### config.mk
export PLATFORM = sky130hd
export DESIGN_NAME = operand_issue_ctrl
export DESIGN_NICKNAME = d
export VERILOG_FILES = /design/src/rtl/operand_issue_ctrl.sv
export SDC_FILE = /design/constraint.sdc
export NUM_CORES = 1
export LEC_CHECK = 0
export BUFFER_PORTS_ARGS = -buffer_cell sky130_fd_sc_hd__buf_2
export CAP_MARGIN = 40
export CORE_MARGIN = 2
export CORE_UTILIZATION = 49
export CTS_CLUSTER_SIZE = 12
export DETAILED_ROUTE_END_ITERATION = 10
export PLACE_DENSITY = 0.84
export SLEW_MARGIN = 10
export SYNTH_ARGS = -nofsm -noshare
export SYNTH_HDL_FRONTEND = slang
export SYNTH_SLANG_ARGS = --single-unit
### constraint.sdc
create_clock -name clk -period 2.1 [get_ports clk]
set_clock_uncertainty 0.15 [all_clocks]
set_input_delay 0.42 -clock clk [delete_from_list [all_inputs] [get_ports clk]]
set_output_delay 0.42 -clock clk [all_outputs]
set_load 0.03 [all_outputs]
### src/rtl/operand_issue_ctrl.sv
// operand_issue_ctrl
// Issue-stage controller sitting between decode and execute. Tracks
// in-flight destination registers in a scoreboard, stalls decode on
// RAW/WAW hazards, sequences multi-cycle ALU operations and drives the
// registered execute-stage control fields plus the operand-B select.
module operand_issue_ctrl #(
    parameter int REG_ADDR_W = 4,
    parameter int OP_W       = 4,
    parameter int MULTI_LAT  = 4
) (
    input  logic                  clk,
    input  logic                  rst_n,
    input  logic                  dec_valid,
    output logic                  dec_ready,
    input  logic [OP_W-1:0]       dec_op,
    input  logic [REG_ADDR_W-1:0] dec_rd,
    input  logic [REG_ADDR_W-1:0] dec_rs1,
    input  logic [REG_ADDR_W-1:0] dec_rs2,
    input  logic                  dec_use_imm,
    input  logic                  dec_wr_en,
    input  logic                  dec_multi,
    input  logic                  wb_valid,
    input  logic [REG_ADDR_W-1:0] wb_rd,
    output logic                  ex_valid,
    output logic [OP_W-1:0]       ex_op,
    output logic [REG_ADDR_W-1:0] ex_rd,
    output logic                  ex_wr_en,
    output logic                  sel_operB,
    output logic                  ex_busy
);

    localparam int NUM_REGS = 2 ** REG_ADDR_W;
    // Counter only needs to hold MULTI_LAT-1; keep at least one bit.
    localparam int CNT_W = (MULTI_LAT > 2) ? $clog2(MULTI_LAT) : 1;
    localparam logic [CNT_W-1:0] CNT_ZERO = {CNT_W{1'b0}};
    localparam logic [CNT_W-1:0] CNT_ONE  = CNT_W'(1);
    localparam logic [CNT_W-1:0] LAT_M1   = CNT_W'(MULTI_LAT - 1);
    localparam logic [REG_ADDR_W-1:0] REG_ZERO = {REG_ADDR_W{1'b0}};

    typedef enum logic [0:0] {
        ST_IDLE  = 1'b0,
        ST_MULTI = 1'b1
    } state_t;

    // One-hot decode of a register index into a scoreboard-wide mask.
    function automatic logic [NUM_REGS-1:0] reg_onehot(input logic [REG_ADDR_W-1:0] addr);
        logic [NUM_REGS-1:0] v;
        v = {NUM_REGS{1'b0}};
        v[addr] = 1'b1;
        return v;
    endfunction

    state_t                state_r;
    state_t                state_nxt_s;
    logic [CNT_W-1:0]      cnt_r;
    logic [CNT_W-1:0]      cnt_nxt_s;
    logic [NUM_REGS-1:0]   pend_r;
    logic [NUM_REGS-1:0]   pend_eff_s;
    logic [NUM_REGS-1:0]   pend_nxt_s;
    logic [NUM_REGS-1:0]   wb_mask_s;
    logic                  hazard_s;
    logic                  ready_s;
    logic                  accept_s;
    logic                  ex_valid_r;
    logic [OP_W-1:0]       ex_op_r;
    logic [REG_ADDR_W-1:0] ex_rd_r;
    logic                  ex_wr_en_r;
    logic                  sel_operb_r;
    logic                  ex_busy_r;

    // Same-cycle writeback bypass: a completing register no longer counts as pending.
    always_comb begin
        wb_mask_s = {NUM_REGS{1'b0}};
        if (wb_valid) begin
            wb_mask_s = reg_onehot(wb_rd);
        end else begin
            wb_mask_s = {NUM_REGS{1'b0}};
        end
        pend_eff_s = pend_r & ~wb_mask_s;
    end

    // RAW on either used source, or WAW on the destination when it is written.
    always_comb begin
        hazard_s = pend_eff_s[dec_rs1]
                 | (~dec_use_imm & pend_eff_s[dec_rs2])
                 | (dec_wr_en & pend_eff_s[dec_rd]);
    end

    // FSM output logic: readiness is held low while in reset so decode never fires into it.
    always_comb begin
        ready_s  = 1'b0;
        accept_s = 1'b0;
        if (rst_n && (state_r == ST_IDLE) && !hazard_s) begin
            ready_s = 1'b1;
        end else begin
            ready_s = 1'b0;
        end
        accept_s = dec_valid & ready_s;
    end

    // FSM next-state logic; the counter runs from MULTI_LAT-1 down to 0 so the
    // op stays busy for MULTI_LAT cycles starting at its issue strobe.
    always_comb begin
        state_nxt_s = state_r;
        cnt_nxt_s   = cnt_r;
        case (state_r)
            ST_IDLE: begin
                if (accept_s && dec_multi) begin
                    state_nxt_s = ST_MULTI;
                    cnt_nxt_s   = LAT_M1;
                end else begin
                    state_nxt_s = ST_IDLE;
                    cnt_nxt_s   = CNT_ZERO;
                end
            end
            ST_MULTI: begin
                if (cnt_r == CNT_ZERO) begin
                    state_nxt_s = ST_IDLE;
                    cnt_nxt_s   = CNT_ZERO;
                end else begin
                    state_nxt_s = ST_MULTI;
                    cnt_nxt_s   = cnt_r - CNT_ONE;
                end
            end
            default: begin
                state_nxt_s = ST_IDLE;
                cnt_nxt_s   = CNT_ZERO;
            end
        endcase
    end

    // Scoreboard update: a new destination set wins over a same-cycle writeback; r0 never pends.
    always_comb begin
        pend_nxt_s = pend_eff_s;
        if (accept_s && dec_wr_en && (dec_rd != REG_ZERO)) begin
            pend_nxt_s = pend_eff_s | reg_onehot(dec_rd);
        end else begin
            pend_nxt_s = pend_eff_s;
        end
        pend_nxt_s[0] = 1'b0;
    end

    // FSM state and multi-cycle counter register.
    always_ff @(posedge clk or negedge rst_n) begin
        if (!rst_n) begin
            state_r <= ST_IDLE;
            cnt_r   <= CNT_ZERO;
        end else begin
            state_r <= state_nxt_s;
            cnt_r   <= cnt_nxt_s;
        end
    end

    // Pending-destination scoreboard register.
    always_ff @(posedge clk or negedge rst_n) begin
        if (!rst_n) begin
            pend_r <= {NUM_REGS{1'b0}};
        end else begin
            pend_r <= pend_nxt_s;
        end
    end

    // Issue strobe and busy flag, both registered so execute sees clean levels.
    always_ff @(posedge clk or negedge rst_n) begin
        if (!rst_n) begin
            ex_valid_r <= 1'b0;
            ex_busy_r  <= 1'b0;
        end else begin
            ex_valid_r <= accept_s;
            ex_busy_r  <= (state_nxt_s == ST_MULTI);
        end
    end

    // Execute control fields capture on accept and otherwise hold their last value.
    always_ff @(posedge clk or negedge rst_n) begin
        if (!rst_n) begin
            ex_op_r     <= {OP_W{1'b0}};
            ex_rd_r     <= REG_ZERO;
            ex_wr_en_r  <= 1'b0;
            sel_operb_r <= 1'b0;
        end else if (accept_s) begin
            ex_op_r     <= dec_op;
            ex_rd_r     <= dec_rd;
            ex_wr_en_r  <= dec_wr_en;
            sel_operb_r <= dec_use_imm;
        end else begin
            ex_op_r     <= ex_op_r;
            ex_rd_r     <= ex_rd_r;
            ex_wr_en_r  <= ex_wr_en_r;
            sel_operb_r <= sel_operb_r;
        end
    end

    assign dec_ready = ready_s;
    assign ex_valid  = ex_valid_r;
    assign ex_op     = ex_op_r;
    assign ex_rd     = ex_rd_r;
    assign ex_wr_en  = ex_wr_en_r;
    assign sel_operB = sel_operb_r;
    assign ex_busy   = ex_busy_r;

endmodule

# Word-level counts from Yosys, hierarchy flattened
# Cells that the tools add are included.
# totals
romBits,0
ff_bits,29
n_memories,0
latchBits,0
input_bits,27
out_inout_bits,13
ramBits,0
word_cells,54
# op_classes
bitwise_logic,10
n_eq_ne,0
shifts,0
n_div,0
multipliers,0
magnitude_cmp,6
add_sub_neg,1
n_reduce_logical,10
muxes,19
# op_table
operator,count
$mux 16,2
$lt 4x5->1 const B,4
$and 16x16->16,1
$not 16->16,1
$or 16x16->16,1
$bmux 1 s4,3
$demux 1 s4,2
$ge 4x1->1 const B,2
$mux 1,8
$logic_and 1x1->1,7
$mux 2,2
$pmux 2 s2,1
$reduce_bool 4->1,1
$and 1x1->1,3
$logic_not 2->1,1
$not 1->1,2
$or 1x1->1,2
$pmux 1 s2,1
$sub 2x1->2 const B,1
$logic_not 1->1,1

# Longest topological paths before layout
# Gate-level depths: netlist of run 1.
# logic_depth
word_depth,19
depth_mapped,9

# Worst setup path before layout of run 1
# Ideal clock, no wire load.
# synth_path
path_type,input port to output port
start,input wb_rd[3]
end,output dec_ready
arrival_ns,1.858
required_time_ns,1.530
cell_stages,7
path_buffers,1
slack_ns,-0.328
cell_sequence,or2_1 -> clkbuf_1 -> o21ai_1 -> mux2i_1 -> a311oi_1 -> o2111a_1 -> and3_1
# synth_via
elab_chain_len,15
word_cells_on_any_way,21
classes_between,2 x order compare; 10 x mux; 6 x bitwise; 3 x reduce/logical
# synth_rtl
item,line,text
start: declaration,23,"input logic [REG_ADDR_W-1:0] wb_rd,"
$lt 4x5->1 (implied by the code) / $ge 4x1->1 (equally long branches),49,v[addr] = 1'b1;
$logic_and 1x1->1 (implied by the code),49,
$mux 1 (implied by the code),49,
$demux 1 s4 *,49,
$mux 16 *,74,if (wb_valid) begin
$not 16->16 *,79,pend_eff_s = pend_r & ~wb_mask_s;
$and 16x16->16 *,79,
$bmux 1 s4,85,| (~dec_use_imm & pend_eff_s[dec_rs2])
$mux 1 (implied by the code),85,
$and 1x1->1,85,
$or 1x1->1,85,
$or 1x1->1 *,86,| (dec_wr_en & pend_eff_s[dec_rd]);
$logic_not 1->1 *,93,if (rst_n && (state_r == ST_IDLE) && !hazard_s) begin
$logic_and 1x1->1 *,93,
$mux 1 *,93,
end: declaration,14,"output logic dec_ready,"
# Mark *: on every way between the ends. The rest lies on a longest branch, timed or not. The select of a mux whose other input is x is not followed.

# Worst setup path in the final report of run 1
# layout_path
start,input wb_rd[2]
end,output dec_ready
# Same word-level chain as after synthesis.

==> flow_metrics.tcl, run 1 <==
set metrics [dict create \
    total_power_mw 2.137 \
    worst_path_max_delay_cell "o21ai_2" \
    r2r_setup_slack_ns -0.18 \
    antenna_found_initial 0 \
    peakVddDrop_v 0.0005456 \
    ys_seq_area_share_pct 40.25 \
    rsz0062_at_grt "yes" \
    rows 22 \
    status "finished, violations left" \
    timing.final.crit_share_pct 125.1 \
    clkLatencyLatePin_ns 0.29 \
    reg2reg_from "pend_r[2]$_DFF_PN0_" \
    ys_seq_elements 29 \
    synth_edf_count 0 \
    final.setup.tns_ns -9.408 \
    seqPwrFrac_pct 33.8 \
    clk_pin_slew_ns 0.06 \
    maxCapViolCount 0 \
    place.gp.congestion 0.9310 \
    violations "negative setup slack" \
    met2WireLength_um 3519 \
    final_util_pct 82.79 \
    numPortBuffers 39 \
    drtPass1Iterations 7 \
    syn2layout_area_growth_pct 65.58 \
    clock-root-buffer "clkbuf_8" \
    syn-instance-count 183 \
    max_freq_ghz 0.3805 \
    cts_buffers 5 \
    cts_tree "done" \
    finish.net_count 310 \
    slew_viol_final 0 \
    place_area_um2 2434 \
    arrival_ns 2.06 \
    postLayoutCellArea_um2 2985 \
    grt_max_degree 30 \
    setup-violations-final 30 \
    whs_ns 0.01314 \
    p_leak_nw 1.288 \
    routed.top_layer "met4" \
    start_kind "primary input" \
    grt_pass1_wl_um 10090 \
    r2r-end "ex_rd[0]$_DFFE_PN0P_" \
    drtIter0Drc 159 \
    coreArea_um2 3606 \
    power_frac_clock_pct 28.4 \
    synth_top_flop_cell "dfrtp_1" \
    rr_worst_depth 9 \
    avgViaCountPerCell 6.404 \
    synth.distinct_cells 43 \
    syn_avg_cell_area_um2 9.852 \
    cts_hold_repair.buffers 0 \
    htreeDepth 2 \
    antenna_cells 0 \
    ant_nets 0 \
    worstMarginPinSlew_ns 0.3749 \
    boundaryPins 40 \
    p_switching_mw 0.7394 \
    die_area_um2 4181 \
    wl_per_cell_um 21.73 \
    hold_path.class "primary input to async pin" \
    drive_above_1_share_pct 58.45 \
    p_comb_share_pct 37.8 \
    max_slew_margin_pct 75.01 \
    critPathKind "primary input to output port" \
    initial_core_util_pct 50.00 \
    max_stage_delay_ns 0.34 \
    intPower_mw 1.397 \
    grt_pass1_vias 2082 \
    drt-met1-wl_um 2569 \
    netlist_area_um2 1803 \
    cts_sinks 29 \
    path_cells "buf_2 > nand2b_2 > o21ai_2 > o2111ai_1 > nand4_1 > o2111a_1 > and3_4 > buf_6" \
    wl_met3_um 663 \
    grt.total_usage_pct 32.56 \
    syn-num-nets 210 \
    period_minus_slack_ns 2.628 \
    cp-end-kind "output port" \
    timing.final.ws_setup_ns -0.5280 \
    cts.path.max_buffers 2 \
    worstPathMaxFanout 8 \
    hold_viol 0 \
    p_sw_share_pct 34.61 \
    die_y_um 64.66 \
    yosysWarnings 0 \
    wirelength_um 7213 \
    synthArstFlopShare_pct 100.0 \
    vias 2126 \
    grt_overflow_total 0 \
    drc 0 \
    dp_hpwl_um 4306 \
    power_density_nw_per_um2 715.7 \
    worstPathRequired_ns 1.53 \
    dieWidth_um 64.66 \
]
-- layout make-up --
class,count,area [um^2]
Clock inverter,1,30.03
Timing Repair Buffer,103,753.2
Fill cell,209,620.6
Tap cell,48,60.06
Sequential cell,29,725.7
Inverter,8,37.54
Clock buffer,7,86.33
Multi-Input combinational cell,136,1292
-- kinds of logic after synthesis --
| family | synth area share, % |
|---|---|
| AOI/OAI and AO/OA | 32.48 |
| buffers and inverters | 4.510 |
| DFF | 40.25 |
| and+or+nand+nor | 14.23 |
| muxes | 8.536 |
-- critical path: cells and delay by family --
family	cells	cell delay, ns
compound gates	3	0.72
buf+inv	2	0.27
simple gates	3	0.65
-- worst max path at each step --
stage	from	to	slack, ns	cells past startpoint
2_1_floorplan	wb_rd[1]	ex_rd[1]$_DFFE_PN0P_	-0.22	8
3_3_place_gp	wb_rd[0]	dec_ready	-0.56	8
3_5_place_dp	wb_rd[0]	dec_ready	-0.60	9
4_1_cts	wb_rd[0]	dec_ready	-0.47	8
5_1_grt	wb_rd[0]	dec_ready	-0.60	9
6_report	wb_rd[2]	dec_ready	-0.53	8
-- cell usage in the layout, fill, tap and decap left out, types with 2 or more instances in the layout --
| cell | synthesis | layout |
|---|---|---|
| o221ai_1 | 2 | 2 |
| nand2b_1 | 6 | 4 |
| o21ai_1 | 3 | 3 |
| buf_2 | 5 | 35 |
| nor2_1 | 8 | 8 |
| nand3b_1 | 3 | 3 |
| o21ai_2 | 1 | 6 |
| o2111ai_1 | 10 | 9 |
| o21ai_4 | 2 | 3 |
| o21a_1 | 2 | 2 |
| nor3_2 | 0 | 2 |
| o31ai_2 | 0 | 5 |
| nand2_1 | 7 | 6 |
| dfrtp_1 | 29 | 29 |
| mux2i_1 | 3 | 3 |
| o211ai_1 | 15 | 15 |
| clkbuf_8 | 0 | 6 |
| mux2_2 | 7 | 3 |
| mux2_4 | 3 | 7 |
| buf_8 | 0 | 3 |
| buf_4 | 0 | 53 |
| buf_6 | 1 | 12 |
| nand4_1 | 4 | 4 |
| a21oi_1 | 2 | 2 |
| inv_1 | 7 | 7 |
| a211oi_2 | 0 | 2 |
| o21ai_0 | 13 | 7 |
| nand3_2 | 1 | 3 |
| nor2b_1 | 4 | 4 |
| nand3_1 | 4 | 2 |
| o31ai_4 | 0 | 10 |
-- cell usage after synthesis (2+ instances only) --
cell | count | share of area [%]
nor2b_1 | 4 | 1.4
o21ai_0 | 13 | 3.6
o21ai_1 | 3 | 0.83
o21ai_4 | 2 | 1.8
o221ai_1 | 2 | 0.97
mux2_4 | 3 | 2.5
a211oi_1 | 2 | 0.83
dfrtp_1 | 29 | 40
nand2_1 | 7 | 1.5
nand2b_1 | 6 | 2.1
o31ai_1 | 15 | 6.2
nand3b_1 | 3 | 1.2
mux2_2 | 7 | 4.4
nand3_1 | 4 | 1.1
nor3_1 | 3 | 0.83
nand4_1 | 4 | 1.4
clkbuf_1 | 4 | 0.83
a21oi_1 | 2 | 0.56
o2111a_1 | 2 | 1.2
a221oi_1 | 2 | 0.97
nor2_1 | 8 | 1.7
o21a_1 | 2 | 0.83
o211ai_1 | 15 | 6.2
o2111ai_1 | 10 | 4.9
buf_2 | 5 | 1.4
mux2i_1 | 3 | 1.7
inv_1 | 7 | 1.5
-- power by group through the flow --
stage	clock, mW	sequential (mW)	combinational, mW
3_3_place_gp	0	0.719	0.611
3_5_place_dp	0	0.722	0.623
5_1_grt	0.636	0.730	0.842
4_1_cts	0.606	0.716	0.720
2_1_floorplan	0	0.830	0.247
6_report	0.606	0.723	0.807
-- stage by stage --
step,cells,worst slack (ns)
6_report,332,-0.5280
5_1_grt,332,-0.6003
4_1_cts,329,-0.4697
3_5_place_dp,313,-0.6050
3_3_place_gp,313,-0.5616
2_1_floorplan,183,-0.2171
-- state kept, by name, indices dropped and copies added (netlist names) --
signal     flops
ex_busy        1
sel_operB      1
ex_op          4
cnt_r          2
pend_r        15
ex_valid       1
ex_wr_en       1
ex_rd          4
-- routing by layer --
layer | track usage, % | vias to the layer above
met5 | 0 | -
met4 | 17.82 | 0
met3 | 7.639 | 43
met2 | 56.12 | 139
met1 | 37.25 | 1018
li1 | - | 926
-- repair_timing --
item / in CTS / in global routing
pin swaps: 17 / 13
setup endpoints to repair: 29 / 30
setup buffers: 8 / 7
resized for setup: 57 / 27
cloned: 1 / 0
Note: power is estimated with default switching activity, not from simulation.
==> run 2, diff against run 1 <==
--- a/config.mk
+++ b/config.mk
@@ -11,7 +11,9 @@
 export CORE_UTILIZATION = 49
 export CTS_CLUSTER_SIZE = 12
 export DETAILED_ROUTE_END_ITERATION = 10
+export MAX_ROUTING_LAYER = met4
 export PLACE_DENSITY = 0.84
+export SETUP_SLACK_MARGIN = 0.1
 export SLEW_MARGIN = 10
 export SYNTH_ARGS = -nofsm -noshare
 export SYNTH_HDL_FRONTEND = slang
==> run 2 against run 1 <==
Effect of this change:
- the flow still finishes with violations (negative setup slack)
- final area fell by 0.59%
- flip-flop and latch count did not move
- first-iteration DRC count rose by 23%
- non-clock buffer count rose by 8
- fmax fell by 0.76%
- final cell count rose by 2.1%
- clock power fell by 23%
- via count rose by 3.5%
- register-to-register slack barely moved
- setup slack got worse by 0.020 ns
==> flow_metrics.tcl, run 2 (same netlist as run 1, synthesis figures left out) <==
set metrics [dict create \
    p_leak_nw 1.304 \
    antenna_found_initial 0 \
    largest_reg_flops 15 \
    setup-violations-final 30 \
    r2r-end "ex_rd[0]$_DFFE_PN0P_" \
    dp_hpwl_um 4395 \
    hold_path.class "primary input to async pin" \
    start_kind "primary input" \
    place_area_um2 2476 \
    dieWidth_um 64.66 \
    place_ws_ns -0.6269 \
    clkLatencyLatePin_ns 0.28 \
    clock-root-buffer "clkbuf_8" \
    timing.final.crit_share_pct 126.1 \
    cts_tree "done" \
    worstPathMaxFanout 7 \
    path_cells "buf_6 > nand3b_1 > o211ai_1 > a211oi_1 > a311oi_1 > o2111a_1 > and3_4 > buf_6" \
    avgViaCountPerCell 6.490 \
    worst_path_most_repeated_cell "buf_6" \
    rows 22 \
    die_y_um 64.66 \
    hold_viol 0 \
    grt.total_usage_pct 39.64 \
    cts_buffers 5 \
    stdcell_count 339 \
    drive_above_1_share_pct 57.73 \
    max_slew_margin_pct 75.15 \
    worstPathRequired_ns 1.53 \
    grt_overflow_total 0 \
    maxCapViolCount 0 \
    drc 0 \
    finish.net_count 318 \
    dp.cells 317 \
    drtPass1Iterations 4 \
    reg2reg_from "pend_r[2]$_DFF_PN0_" \
    wirelength_um 7745 \
    cp-end-kind "output port" \
    period_minus_slack_ns 2.648 \
    grt_pass1_vias 2245 \
    htreeDepth 2 \
    violations "negative setup slack" \
    vias 2200 \
    slew_viol_final 0 \
    rsz0062_at_grt "yes" \
    worstMarginPinSlew_ns 0.3727 \
    fillers 198 \
    startpoint "wb_rd[0]" \
    ant_nets 0 \
    critPathKind "primary input to output port" \
    initial_core_util_pct 50.00 \
    max_stage_delay_ns 0.30 \
    final_cell_mix "buf_4, buf_2, dfrtp_1, o211ai_1, buf_6" \
    critical-path-top-delay-family "compound AO/OA/AOI/OAI gates" \
    clk_pin_slew_ns 0.06 \
    final.setup.tns_ns -10.11 \
    rr_worst_depth 9 \
    final_common_cell "buf_4" \
    arrival_ns 2.08 \
    r2r_setup_slack_ns -0.19 \
    grt_max_degree 30 \
    die_area_um2 4181 \
    coreArea_um2 3606 \
    antenna_cells 0 \
    syn2layout_area_growth_pct 64.61 \
    status "finished, violations left" \
    timing.final.ws_setup_ns -0.5480 \
    boundaryPins 40 \
    worst_path_max_delay_cell "nand3b_1" \
    drtIter0Drc 195 \
    numPortBuffers 39 \
    postLayoutCellArea_um2 2968 \
    cts_sinks 29 \
    grt_pass1_wl_um 11900 \
    peakVddDrop_v 0.0007956 \
    max_freq_ghz 0.3776 \
    cp_num_buf_inv 2 \
    cts.path.max_buffers 2 \
    power_density_nw_per_um2 679.1 \
    wl_per_cell_um 22.85 \
    whs_ns 0.01333 \
    largest_register "pend_r" \
    place.gp.congestion 0.9175 \
]
==> run 2: worst max-delay path by stage <==
stage | end | slack (ns) | depth (start not counted)
after floorplan | ex_rd[1]$_DFFE_PN0P_ | -0.22 | 8
after global placement | dec_ready | -0.60 | 8
after detailed placement | sel_operB$_DFFE_PN0P_ | -0.63 | 11
after CTS | dec_ready | -0.46 | 8
after global routing | dec_ready | -0.59 | 8
final | dec_ready | -0.55 | 8
==> run 2: where the power goes <==
part | leakage [nW] | total, mW | switching [mW] | internal [mW]
sequential | 0.376 | 0.734 | 0.0791 | 0.655
clock | 0.0443 | 0.466 | 0.207 | 0.259
combinational | 0.884 | 0.815 | 0.453 | 0.362
==> run 2: layer usage <==
| layer | GRT usage, % | share of wire [%] | up-vias |
|---|---|---|---|
| met4 | 25.53 | 5.6 | 0 |
| met5 | - | 0 | - |
| met2 | 64.06 | 49 | 157 |
| met1 | 44.81 | 37 | 1059 |
| li1 | - | - | 938 |
| met3 | 8.333 | 8.3 | 46 |
==> run 2: timing repair <==
action,4_1_cts,5_1_grt
hold buffers,0,0
endpoints found under the setup margin,30,30
gates cloned,1,0
pin swaps,14,6
resized for setup,60,6
setup buffers,12,3
==> run 2: layout make-up <==
class	instances	area [um^2]	share of cell area (%)
Multi-Input combinational cell	136	1242	41.86
Inverter	8	35.03	1.180
Timing Repair Buffer	111	818.3	27.57
Clock buffer	7	86.33	2.909
Sequential cell	29	725.7	24.45
Tap cell	48	60.06	2.024
==> run 2: per-stage QoR <==
step	utilization (%)	total power, mW
after floorplan	-	1.077
after global placement	68.67	1.340
after detailed placement	68.67	1.354
after CTS	80.81	1.925
after global routing	82.30	2.078
final	82.30	2.015
==> run 3, diff against run 2 <==
--- a/config.mk
+++ b/config.mk
@@ -7,12 +7,14 @@
 export LEC_CHECK = 0
 export BUFFER_PORTS_ARGS = -buffer_cell sky130_fd_sc_hd__buf_2
 export CAP_MARGIN = 40
+export CELL_PAD_IN_SITES_DETAIL_PLACEMENT = 1
+export CELL_PAD_IN_SITES_GLOBAL_PLACEMENT = 1
 export CORE_MARGIN = 2
-export CORE_UTILIZATION = 49
+export CORE_UTILIZATION = 37
 export CTS_CLUSTER_SIZE = 12
 export DETAILED_ROUTE_END_ITERATION = 10
 export MAX_ROUTING_LAYER = met4
-export PLACE_DENSITY = 0.84
+export PLACE_DENSITY = 0.83
 export SETUP_SLACK_MARGIN = 0.1
 export SLEW_MARGIN = 10
 export SYNTH_ARGS = -nofsm -noshare
==> constraint.sdc (replaced) <==
create_clock -name clk -period 2.1 [get_ports clk]
set_clock_uncertainty 0.15 [all_clocks]
set_input_delay 0.525 -clock clk [delete_from_list [all_inputs] [get_ports clk]]
set_output_delay 0.525 -clock clk [all_outputs]
set_load 0.03 [all_outputs]
==> run 3 against run 2 <==
Effect of this change:
- final cell count is 9.4% higher
- die area is 30% higher
- largest power group unchanged
- non-clock buffer count is 12 higher
- highest routed layer unchanged
- the flow still finishes with violations (negative setup slack)
- routed wire length is 34% higher
- sequential share of layout area is 2.0 points lower
- register-to-register slack worse by 0.12 ns
- largest cell class unchanged
- via count is 6.9% higher
==> flow_metrics.tcl, run 3 (same netlist as run 1, synthesis figures left out) <==
set metrics [dict create \
    wl_per_cell_um 28.00 \
    vias 2352 \
    cts_tree "done" \
    antenna_found_initial 0 \
    critPathKind "primary input to output port" \
    coreArea_um2 4723 \
    period_minus_slack_ns 2.961 \
    p_leak_nw 1.421 \
    largest_register "pend_r" \
    status "finished, violations left" \
    finish.net_count 330 \
    grt_max_degree 30 \
    rows 25 \
    hold_viol 0 \
    avgViaCountPerCell 6.340 \
    total_power_mw 2.176 \
    r2r_setup_slack_ns -0.31 \
    slew_viol_final 0 \
    dieWidth_um 73.81 \
    whs_ns 0.1213 \
    grt.total_usage_pct 33.77 \
    violations "negative setup slack" \
    rr_worst_depth 8 \
    timing.final.crit_share_pct 141.0 \
    drtPass1Iterations 5 \
    timing.final.ws_setup_ns -0.8608 \
    drc 0 \
    worstPathMaxFanout 9 \
    clkLatencyLatePin_ns 0.30 \
    rsz0062_at_grt "yes" \
    hold_path.class "primary input to async pin" \
    die_y_um 73.81 \
    drive_above_1_share_pct 61.39 \
    max_freq_ghz 0.3378 \
    worstPathRequired_ns 1.42 \
    cts_buffers 5 \
    start_kind "primary input" \
    htreeDepth 2 \
    grt_pass1_vias 2341 \
    cts_sinks 29 \
    cp-end-kind "output port" \
    numPortBuffers 39 \
    worstMarginPinSlew_ns 0.5349 \
    ant_nets 0 \
    fillers 491 \
    initial_core_util_pct 38.17 \
    final_common_cell "buf_4" \
    arrival_ns 2.29 \
    dp_hpwl_um 5633 \
    drtIter0Drc 257 \
    boundaryPins 40 \
    clk_pin_slew_ns 0.07 \
    die_area_um2 5447 \
    setup-violations-final 30 \
    peakVddDrop_v 0.0006778 \
    grt_pass1_wl_um 13010 \
    place_ws_ns -0.8266 \
    maxCapViolCount 0 \
    power_density_nw_per_um2 671.7 \
    use_met3_pct 6.310 \
    grt_busiest_layer "met2" \
    max_slew_margin_pct 63.84 \
    grt_util_met1_pct 38.82 \
    grt.met2_usage_pct 56.94 \
    clock-root-buffer "clkbuf_8" \
    wirelength_um 10390 \
    cts.path.max_buffers 2 \
    place.gp.congestion 0.9817 \
    final_cell_mix "buf_4, buf_2, dfrtp_1, o211ai_1, o31ai_4" \
    syn2layout_area_growth_pct 79.67 \
    grt_overflow_total 0 \
    largest_reg_flops 15 \
]
## run 3: changes by cell type in the layout (fill, tap and decap cells not counted), moves of 2 or more
cell       delta
buf_6         -3
o21ai_4       -2
nand2b_4      +2
nand2_4       +2
o31ai_2       -8
o2111ai_2     -2
o31ai_4       +9
o21ai_1       -3
buf_12        +3
buf_8         +3
buf_4        +10
nand2b_1      -2
o2111ai_1     +2
o21ai_2       +4
## run 3: metrics by stage
step	cell area, um^2	util (%)	setup TNS, ns	std cells
detailed placement	2621	55.50	-20.36	352
finish	3239	68.58	-15.71	371
CTS	3007	63.66	-11.00	365
global placement	2621	55.50	-18.90	352
global route	3237	68.53	-16.83	370
floorplan	1853	-	-6.560	183
## run 3: worst paths after layout
check / start / to
max: wb_rd[1] / dec_ready
min: rst_n / ex_rd[2]$_DFFE_PN0P_
max reg2reg: pend_r[1]$_DFF_PN0_ / ex_rd[3]$_DFFE_PN0P_
min reg2reg: ex_wr_en$_DFFE_PN0P_ / ex_wr_en$_DFFE_PN0P_
max in group asynchronous: rst_n / cnt_r[0]$_DFF_PN0_
min in group clk: dec_op[2] / ex_op[2]$_DFFE_PN0P_
## run 3: report_power, final
group	internal, mW	leakage (nW)	switching, mW
logic	0.419	1.00	0.522
clock network	0.260	0.0443	0.235
registers	0.655	0.376	0.0858
## run 3: worst max-delay path, cell delays in order
cell      delay, ns
buf_8          0.08
buf_4          0.11
nand3_4        0.16
o21ai_0        0.42
o221ai_1       0.22
nand4_1        0.17
o2111a_1       0.27
and3_4         0.21
buf_6          0.13
## run 3: final cells by class
cell class	count	area, um^2	area share [%]
Antenna cell	1	2.502	0.07725
Clock buffer	7	86.33	2.665
Inverter	8	42.54	1.313
Multi-Input combinational cell	136	1339	41.33
Sequential cell	29	725.7	22.40
Tap cell	67	83.83	2.588
Timing Repair Buffer	123	959.7	29.63
## run 3: metal layers
layer | vias to the layer above | share of wire [%]
met3 | 46 | 7.4
met5 | - | 0
met1 | 1170 | 38
li1 | 964 | -
met2 | 172 | 49
met4 | 0 | 5.1
## run 3: timing repair
item                       CTS  global route
gates cloned                 1             0
hold buffers                 0             0
setup endpoints to repair   30            30
buffers inserted             6             7
pin swaps                   12            12
gates resized for setup     51            36
